==> src/rtl/core_types_pkg.sv <==
// Shared types for the pipeline control block: PC source select and control FSM states.
package core_types_pkg;

  localparam int unsigned PcWidth = 32;

  typedef enum logic [1:0] {
    SEQ       = 2'd0,
    DEC_REDIR = 2'd1,
    EXE_REDIR = 2'd2
  } pc_sel_t;

  typedef enum logic [1:0] {
    RUN        = 2'd0,
    MEM_WAIT   = 2'd1,
    REDIR_PEND = 2'd2
  } ctrl_state_t;

endpackage

==> src/rtl/pipe_perf_counters.sv <==
// Pipeline performance counters: stall cycles and issued execute-stage redirects.
// Only instantiated when PIPE_PERF_COUNTERS_EN is defined. Both counters wrap.
module pipe_perf_counters #(
  parameter int unsigned CNT_W = 32
) (
  input  logic             Clock,
  input  logic             nReset,
  input  logic             stallEvent,
  input  logic             flushEvent,
  output logic [CNT_W-1:0] stallCycles,
  output logic [CNT_W-1:0] flushCount
);

  logic [CNT_W-1:0] stallQ;
  logic [CNT_W-1:0] flushQ;

  // Count events; synchronous active-low clear.
  always_ff @(posedge Clock) begin
    if (!nReset) begin
      stallQ <= '0;
      flushQ <= '0;
    end else begin
      if (stallEvent) stallQ <= stallQ + CNT_W'(1);
      if (flushEvent) flushQ <= flushQ + CNT_W'(1);
    end
  end

  assign stallCycles = stallQ;
  assign flushCount  = flushQ;

endmodule

==> src/rtl/pipeline_ctrl.sv <==
// Pipeline control: redirect arbitration, stage enables/flushes, optional perf counters.
// Optional feature macro: PIPE_PERF_COUNTERS_EN (counters tie to zero when undefined).
module pipeline_ctrl
  import core_types_pkg::*;
#(
  parameter int unsigned CNT_W = 32
) (
  input  logic               Clock,
  input  logic               nReset,
  input  logic               flushReq,
  input  logic               branchReq,
  input  logic               holdReq,
  input  logic [PcWidth-1:0] PCnext,
  input  logic               imemReady,
  input  logic               dmemReady,
  output pc_sel_t            pcSel,
  output logic [PcWidth-1:0] pcTarget,
  output logic               enIF,
  output logic               enDEC,
  output logic               enEXE,
  output logic               flushDEC,
  output logic               flushEXE,
  output logic [CNT_W-1:0]   stallCycles,
  output logic [CNT_W-1:0]   flushCount
);

  ctrl_state_t        stateQ, stateD;
  pc_sel_t            pendSelQ, pendSelD;
  logic [PcWidth-1:0] pendTgtQ, pendTgtD;

  // Flush outranks branch whenever both pulse together.
  logic    redirAny;
  pc_sel_t redirSel;
  assign redirAny = flushReq | branchReq;
  assign redirSel = flushReq ? EXE_REDIR : DEC_REDIR;

  // State and pending-redirect registers with synchronous reset.
  always_ff @(posedge Clock) begin
    if (!nReset) begin
      stateQ   <= RUN;
      pendSelQ <= SEQ;
      pendTgtQ <= '0;
    end else begin
      stateQ   <= stateD;
      pendSelQ <= pendSelD;
      pendTgtQ <= pendTgtD;
    end
  end

  // Next-state, pending-redirect capture and stage control outputs.
  always_comb begin
    stateD   = stateQ;
    pendSelD = pendSelQ;
    pendTgtD = pendTgtQ;
    pcSel    = SEQ;
    pcTarget = '0;
    enIF     = 1'b1;
    enDEC    = 1'b1;
    enEXE    = 1'b1;
    flushDEC = 1'b0;
    flushEXE = 1'b0;

    unique case (stateQ)
      RUN: begin
        if (!dmemReady) begin
          enIF  = 1'b0;
          enDEC = 1'b0;
          enEXE = 1'b0;
          if (redirAny) begin
            pendSelD = redirSel;
            pendTgtD = PCnext;
            stateD   = REDIR_PEND;
          end else begin
            stateD = MEM_WAIT;
          end
        end else if (flushReq) begin
          flushDEC = 1'b1;
          flushEXE = 1'b1;
          if (imemReady) begin
            pcSel    = EXE_REDIR;
            pcTarget = PCnext;
          end else begin
            enIF     = 1'b0;
            pendSelD = EXE_REDIR;
            pendTgtD = PCnext;
            stateD   = REDIR_PEND;
          end
        end else if (holdReq) begin
          // Load-use: freeze IF/DEC, let EXE drain with a bubble behind it.
          enIF     = 1'b0;
          enDEC    = 1'b0;
          flushEXE = 1'b1;
        end else if (branchReq) begin
          flushDEC = 1'b1;
          if (imemReady) begin
            pcSel    = DEC_REDIR;
            pcTarget = PCnext;
          end else begin
            enIF     = 1'b0;
            pendSelD = DEC_REDIR;
            pendTgtD = PCnext;
            stateD   = REDIR_PEND;
          end
        end else if (!imemReady) begin
          enIF     = 1'b0;
          flushDEC = 1'b1;
        end
      end

      MEM_WAIT: begin
        enIF  = 1'b0;
        enDEC = 1'b0;
        enEXE = 1'b0;
        if (dmemReady) stateD = RUN;
      end

      REDIR_PEND: begin
        enIF = 1'b0;
        // A later execute redirect supersedes whatever is pending; branches are dropped.
        if (flushReq) begin
          pendSelD = EXE_REDIR;
          pendTgtD = PCnext;
        end
        if (!dmemReady) begin
          enDEC = 1'b0;
          enEXE = 1'b0;
        end else begin
          flushDEC = 1'b1;
          flushEXE = flushReq;
          if (imemReady) begin
            enIF     = 1'b1;
            pcSel    = pendSelD;
            pcTarget = pendTgtD;
            stateD   = RUN;
          end
        end
      end

      default: stateD = RUN;
    endcase

    // Outputs held at their reset values while reset is asserted.
    if (!nReset) begin
      pcSel    = SEQ;
      pcTarget = '0;
      enIF     = 1'b1;
      enDEC    = 1'b1;
      enEXE    = 1'b1;
      flushDEC = 1'b0;
      flushEXE = 1'b0;
    end
  end

`ifdef PIPE_PERF_COUNTERS_EN
  logic stallEvent;
  logic flushEvent;
  assign stallEvent = ~(enIF & enDEC & enEXE);
  assign flushEvent = (pcSel == EXE_REDIR);

  pipe_perf_counters #(
    .CNT_W(CNT_W)
  ) uPerfCounters (
    .Clock      (Clock),
    .nReset     (nReset),
    .stallEvent (stallEvent),
    .flushEvent (flushEvent),
    .stallCycles(stallCycles),
    .flushCount (flushCount)
  );
`else
  assign stallCycles = '0;
  assign flushCount  = '0;
`endif

endmodule

==> config.mk <==
export PLATFORM = sky130hd
export DESIGN_NAME = pipeline_ctrl
export DESIGN_NICKNAME = d
export VERILOG_FILES = /design/src/rtl/core_types_pkg.sv /design/src/rtl/pipe_perf_counters.sv /design/src/rtl/pipeline_ctrl.sv
export SDC_FILE = /design/constraint.sdc
export NUM_CORES = 1
export LEC_CHECK = 0
export CORE_MARGIN = 4
export CORE_UTILIZATION = 46
export CTS_CLUSTER_DIAMETER = 60
export DETAILED_ROUTE_END_ITERATION = 8
export PLACE_DENSITY = 0.88
export SYNTH_ARGS = -nofsm -noshare
export SYNTH_HDL_FRONTEND = slang
export SYNTH_SLANG_ARGS = --single-unit
export TNS_END_PERCENT = 1
==> constraint.sdc <==
create_clock -name Clock -period 3 [get_ports Clock]
set_input_delay 0.6 -clock Clock [delete_from_list [all_inputs] [get_ports Clock]]
set_output_delay 0.6 -clock Clock [all_outputs]
set_load 0.05 [all_outputs]
Yosys cells after proc, flatten, opt, wreduce, memory -nomap -nowiden
Index checks and enable logic that the tools add are counted.
{ "totals": {"regBits": 36, "input_bits": 39, "output_inout_bits": 103} }
{ "op_classes": {"n_eq_ne": 9, "n_mux": 75, "n_bitwise": 1, "n_reduce_logical": 6} }
{ "ops": {"columns": ["cell", "count"], "rows": [
  ["$mux 32", 15],
  ["$pmux 32 s2", 2],
  ["$mux 2", 24],
  ["$mux 1", 26],
  ["$reduce_and 5->1", 2],
  ["$ne 4x4->1 const B", 2],
  ["$pmux 2 s2", 2],
  ["$ne 2x2->1 const B", 3],
  ["$ne 3x3->1 const B", 2],
  ["$pmux 1 s2", 3],
  ["$pmux 1 s3", 2],
  ["$pmux 2 s3", 1],
  ["$reduce_and 4->1", 1],
  ["$eq 2x1->1 const B", 1],
  ["$eq 2x2->1 const B", 1],
  ["$logic_not 2->1", 1],
  ["$reduce_bool 2->1", 1],
  ["$reduce_or 2->1", 1],
  ["$or 1x1->1", 1]
]} }

Depth between registers and ports, before layout
{ "logic_depth": {"word_depth": 7, "ltp_mapped": 7, "depth_no_buf": 4} }

Worst setup path after synthesis
No wires, ideal clock.
{ "synth_timing": {"path_type": "in2out", "startpoint": "in flushReq", "endpoint": "out pcSel[0]", "arrival_ns": 2.504, "required_ns": 2.400, "path_slack_ns": -0.104, "path_stages": 3, "n_path_buf": 2, "path_cell_list": "buf_2 -> buf_2 -> nor4_1"} }
{ "synth_between": {"elab_chain_len": 5, "elab_cells_between_ends": 7, "cone_classes": "7 x mux"} }
{ "synth_rtl": {"columns": ["item", "line", "rtl"], "rows": [
  ["start: declaration", "pipeline_ctrl.sv:10", "input logic flushReq,"],
  ["$mux 2", "pipeline_ctrl.sv:120", "if (flushReq) begin"],
  ["$mux 2", "pipeline_ctrl.sv:130", "if (imemReady) begin"],
  ["$mux 2", "pipeline_ctrl.sv:124", "if (!dmemReady) begin"],
  ["$pmux 2 s2 *", "pipeline_ctrl.sv:63", "unique case (stateQ)"],
  ["$mux 2 *", "pipeline_ctrl.sv:143", "if (!nReset) begin"],
  ["end: declaration", "pipeline_ctrl.sv:16", "output pc_sel_t pcSel,"]
]} }
Every way passes the cells marked *; elsewhere a longest branch is shown, timed or not.

Worst setup path after layout
{ "layout_timing": {"startpoint": "in imemReady", "endpoint": "out pcTarget[15]"} }
{ "layout_between": {"elab_chain_len": 7, "elab_cells_between_ends": 9, "cone_classes": "9 x mux"} }
{ "layout_rtl": {"columns": ["item", "line", "rtl"], "rows": [
  ["start: declaration", "pipeline_ctrl.sv:14", "input logic imemReady,"],
  ["$mux 32", "pipeline_ctrl.sv:79, pipeline_ctrl.sv:95", null],
  ["$mux 32", "pipeline_ctrl.sv:93", "end else if (branchReq) begin"],
  ["$mux 32", "pipeline_ctrl.sv:88", "end else if (holdReq) begin"],
  ["$mux 32", "pipeline_ctrl.sv:76", "end else if (flushReq) begin"],
  ["$mux 32", "pipeline_ctrl.sv:65", "if (!dmemReady) begin"],
  ["$pmux 32 s2 *", "pipeline_ctrl.sv:63", null],
  ["$mux 32 *", "pipeline_ctrl.sv:143", null],
  ["end: declaration", "pipeline_ctrl.sv:17", "output logic [PcWidth-1:0] pcTarget,"]
]} }
Marked as above.

==> insert_results.sql <==
INSERT INTO impl_metrics (metric_group, metric, value, unit) VALUES
('grt', 'grt_max_degree', '65', ''),
('yosys', 'syn_area', '3120', 'sq um'),
('setup_path', 'timing.critical_path.from_type', 'primary input', ''),
('sta', 'final_hold_viol_count', '0', ''),
('setup_path', 'cp_data_required_time', '2.40', 'ns'),
('setup_path', 'critPathArrivalTime', '2.36', 'ns'),
('setup_path', 'ff2ff_setup_slack', '1.27', 'ns'),
('cts', 'cts_root_buffer', 'sky130_fd_sc_hd__clkbuf_8', ''),
('detailed_routing', 'route.detailed.wl_per_inst', '13.9', 'um'),
('power_and_ir_drop', 'design_power_total', '0.00167', 'W'),
('sta', 'timing.final.max_slew_violations', '0', ''),
('placed_design', 'place.gp.congestion', '0.736', ''),
('outcome', 'run_status', 'completed', ''),
('die', 'start_util', '48.3', '%'),
('placed_design', 'place.port_buffers', '77', ''),
('yosys', 'postSynthRegisterBits', '36', ''),
('worst_hold_path', 'worstHoldPathType', 'reg -> reg', ''),
('power_and_ir_drop', 'power.density', '398', 'nW/um^2'),
('final_layout', 'fillers', '507', ''),
('yosys', 'synth_top_area_share', '23.1', '%'),
('detailed_routing', 'drt_iter0_drcs', '85', ''),
('power_and_ir_drop', 'vdd_drop_max', '0.247', 'mV'),
('cts', 'clk_transition_reported_paths', '0.07', 'ns'),
('cts', 'clock_sinks', '36', ''),
('setup_path', 'crit_path_max_incr_delay', '0.55', 'ns'),
('power_and_ir_drop', 'sequential_group_share_of_total_power', '33.3', '%'),
('run', 'max-cap-violations', '0', ''),
('setup_path', 'timing.critical_path.fanout_max', '16', ''),
('yosys', 'post-synth-top-area-cell', 'sky130_fd_sc_hd__dfxtp_1', ''),
('detailed_routing', 'detail_route.vias_per_cell', '4.96', ''),
('power_and_ir_drop', 'power_frac_clock', '25.1', '%'),
('die', 'num_rows', '29', ''),
('setup_path', 'timing_worst_setup_path_type', 'in -> out', ''),
('yosys', 'synthesis.area_per_instance', '8.60', 'sq um'),
('cts', 'h-tree-depth', '2', ''),
('grt', 'grt_util_met3', '3.33', '%'),
('yosys', 'syn-instance-count', '363', ''),
('sta', 'finalWorstPathRequiredPeriod', '2.96', 'ns'),
('yosys', 'synth_sequential_area_ratio', '23.1', '%'),
('yosys', 'synth.most_common_cell', 'sky130_fd_sc_hd__nand2_1', ''),
('power_and_ir_drop', 'combPwrFrac', '41.6', '%'),
('setup_path', 'critical_path_top_delay_cell', 'sky130_fd_sc_hd__clkdlybuf4s50_1', ''),
('sta', 'rsz0062_at_grt', 'true', ''),
('sta', 'maxClockFrequency', '0.338', 'GHz'),
('sta', 'max_slew.worst_pin.slew', '0.584', 'ns'),
('yosys', 'ys_top_cells_by_area', 'sky130_fd_sc_hd__dfxtp_1 23%, sky130_fd_sc_hd__buf_4 16%, sky130_fd_sc_hd__mux2_2 12%', ''),
('setup_path', 'timing.critical_path.cells', 'clkdlybuf4s50_1 -> nand2_4 -> a2111oi_4 -> buf_4 -> clkbuf_16 -> a22oi_1 -> nor2_1 -> buf_12', ''),
('yosys', 'synth_ff_type', 'sky130_fd_sc_hd__dfxtp_1', ''),
('power_and_ir_drop', 'power.share.switching', '38.5', '%'),
('cts', 'num_cts_buffers', '5', ''),
('final_layout', 'areaGrowthSynthToFinish', '34.8', '%'),
('yosys', 'ys_top_cells_by_count', '67 x sky130_fd_sc_hd__nand2_1, 66 x sky130_fd_sc_hd__buf_4, 36 x sky130_fd_sc_hd__dfxtp_1', ''),
('cts', 'max-clock-path-buffers', '2', ''),
('die', 'width_of_the_die', '90.4', 'um'),
('die', 'fp.dieArea', '8170', 'sq um'),
('detailed_routing', 'first_pass_iters', '4', ''),
('placed_design', 'detailedPlacementHpwl', '5130', 'um'),
('grt', 'grt_use_met1', '20.0', '%'),
('detailed_routing', 'drt_drc_violations_left', '0', ''),
('grt', 'global_route_wire_length_before_repair', '11500', 'um'),
('final_layout', 'final_layout_size_suffix_gt1_share', '34.2', '%'),
('yosys', 'synth-edff-count', '0', ''),
('power_and_ir_drop', 'leakage', '1.76', 'nW'),
('cts', 'clock_latency', '0.28', 'ns'),
('detailed_routing', 'via_count', '2533', ''),
('grt', 'grt.total_usage', '16.2', '%'),
('grt', 'grt-ovfl-total', '0', ''),
('sta', 'tns', '0', 'ns'),
('yosys', 'synth.lib_cells_used.distinct', '37', ''),
('grt', 'grt_antenna_before_repair', '0', ''),
('final_layout', 'nets_finish', '471', '');
[path summary, 6_finish.rpt]
kind          startpoint      endpoint  cells past startpoint
max            imemReady  pcTarget[15]                      8
min reg2reg  pendTgtQ[1]   pendTgtQ[1]                      2
max reg2reg    stateQ[1]  pendTgtQ[13]                      5
min          pendTgtQ[1]   pendTgtQ[1]                      2
[flip-flops by register name, indices dropped and copies added (netlist names)]
| register | cells |
|---|---|
| stateQ | 2 |
| pendSelQ | 2 |
| pendTgtQ | 32 |
[power by group through the flow]
| stage | registers, W | logic [W] | clock network [W] |
|---|---|---|---|
| 5_1_grt | 0.000563 | 0.000735 | 0.000447 |
| 3_3_place_gp | 0.000564 | 0.000672 | 0 |
| 2_1_floorplan | 0.000554 | 0.000597 | 0 |
| 6_report | 0.000557 | 0.000696 | 0.000420 |
| 3_5_place_dp | 0.000568 | 0.000686 | 0 |
| 4_1_cts | 0.000557 | 0.000689 | 0.000426 |
[cells by family (layout without fill, tap and decap cells)]
| family | count (synthesis) | in the layout | share of synthesized area [%] |
|---|---|---|---|
| mux | 64 | 64 | 21.8 |
| buf+inv | 97 | 104 | 22.8 |
| flops | 36 | 36 | 23.1 |
| other cells | 1 | 65 | 0.120 |
| simple gates | 115 | 115 | 16.9 |
| compound gates | 50 | 50 | 15.3 |
[cell type report]
cell class | instances | area, sq um | share of cell area [%]
inverter | 5 | 18.8 | 0.446
antenna | 1 | 2.50 | 0.0595
sequential | 36 | 721 | 17.1
multi-input combinational | 293 | 1950 | 46.4
tap | 77 | 96.3 | 2.29
timing repair buffer | 91 | 1310 | 31.0
clock inverter | 3 | 42.5 | 1.01
clock buffer | 5 | 68.8 | 1.63
[per-layer routing]
| metal | vias to the layer above | wire (um) |
|---|---|---|
| met1 | 1194 | 3010 |
| met2 | 92 | 3540 |
| li1 | 1243 | - |
| met4 | 0 | 34 |
| met3 | 4 | 495 |
| met5 | - | 0 |
[layout by cell type, fill, tap and decap left out, drive strengths merged]
cell type	count
mux2	32
and4	1
a2111oi	1
nor2b	1
a22oi	32
nand2	68
nor2	35
clkinv	1
a21oi	7
nand3	1
conb	64
o31a	1
buf	54
o21ai	2
a31oi	1
clkinvlp	1
o211a	1
nand2b	1
o211ai	2
mux2i	32
o22ai	1
clkdlybuf4s50	36
nor3	5
and2	1
clkbuf	6
o21a	1
o221a	1
nor4	2
inv	5
bufinv	1
dfxtp	36
diode	1
[critical path, delay by kind of cell]
kind | cells | cell delay, ns
compound gates | 2 | 0.40
buf+inv | 4 | 1.09
simple gates | 2 | 0.26
[repair_timing]
action                                 4_1_cts  5_1_grt
gates resized for setup                      0        7
setup buffers                                0        1
hold buffers                                 0        0
endpoints found under the hold margin        0        0
setup endpoints to repair                    0       15
[per-stage QoR]
step | worst slack [ns] | cell area, sq um | cells
2_1_floorplan | 0.240 | 3360 | 426
3_3_place_gp | 0.0544 | 4060 | 500
3_5_place_dp | 0.00220 | 4060 | 500
4_1_cts | 0.000533 | 4170 | 508
5_1_grt | -0.0195 | 4210 | 510
6_report | 0.0417 | 4210 | 511
No activity file was read; power rests on OpenSTA's default activity.
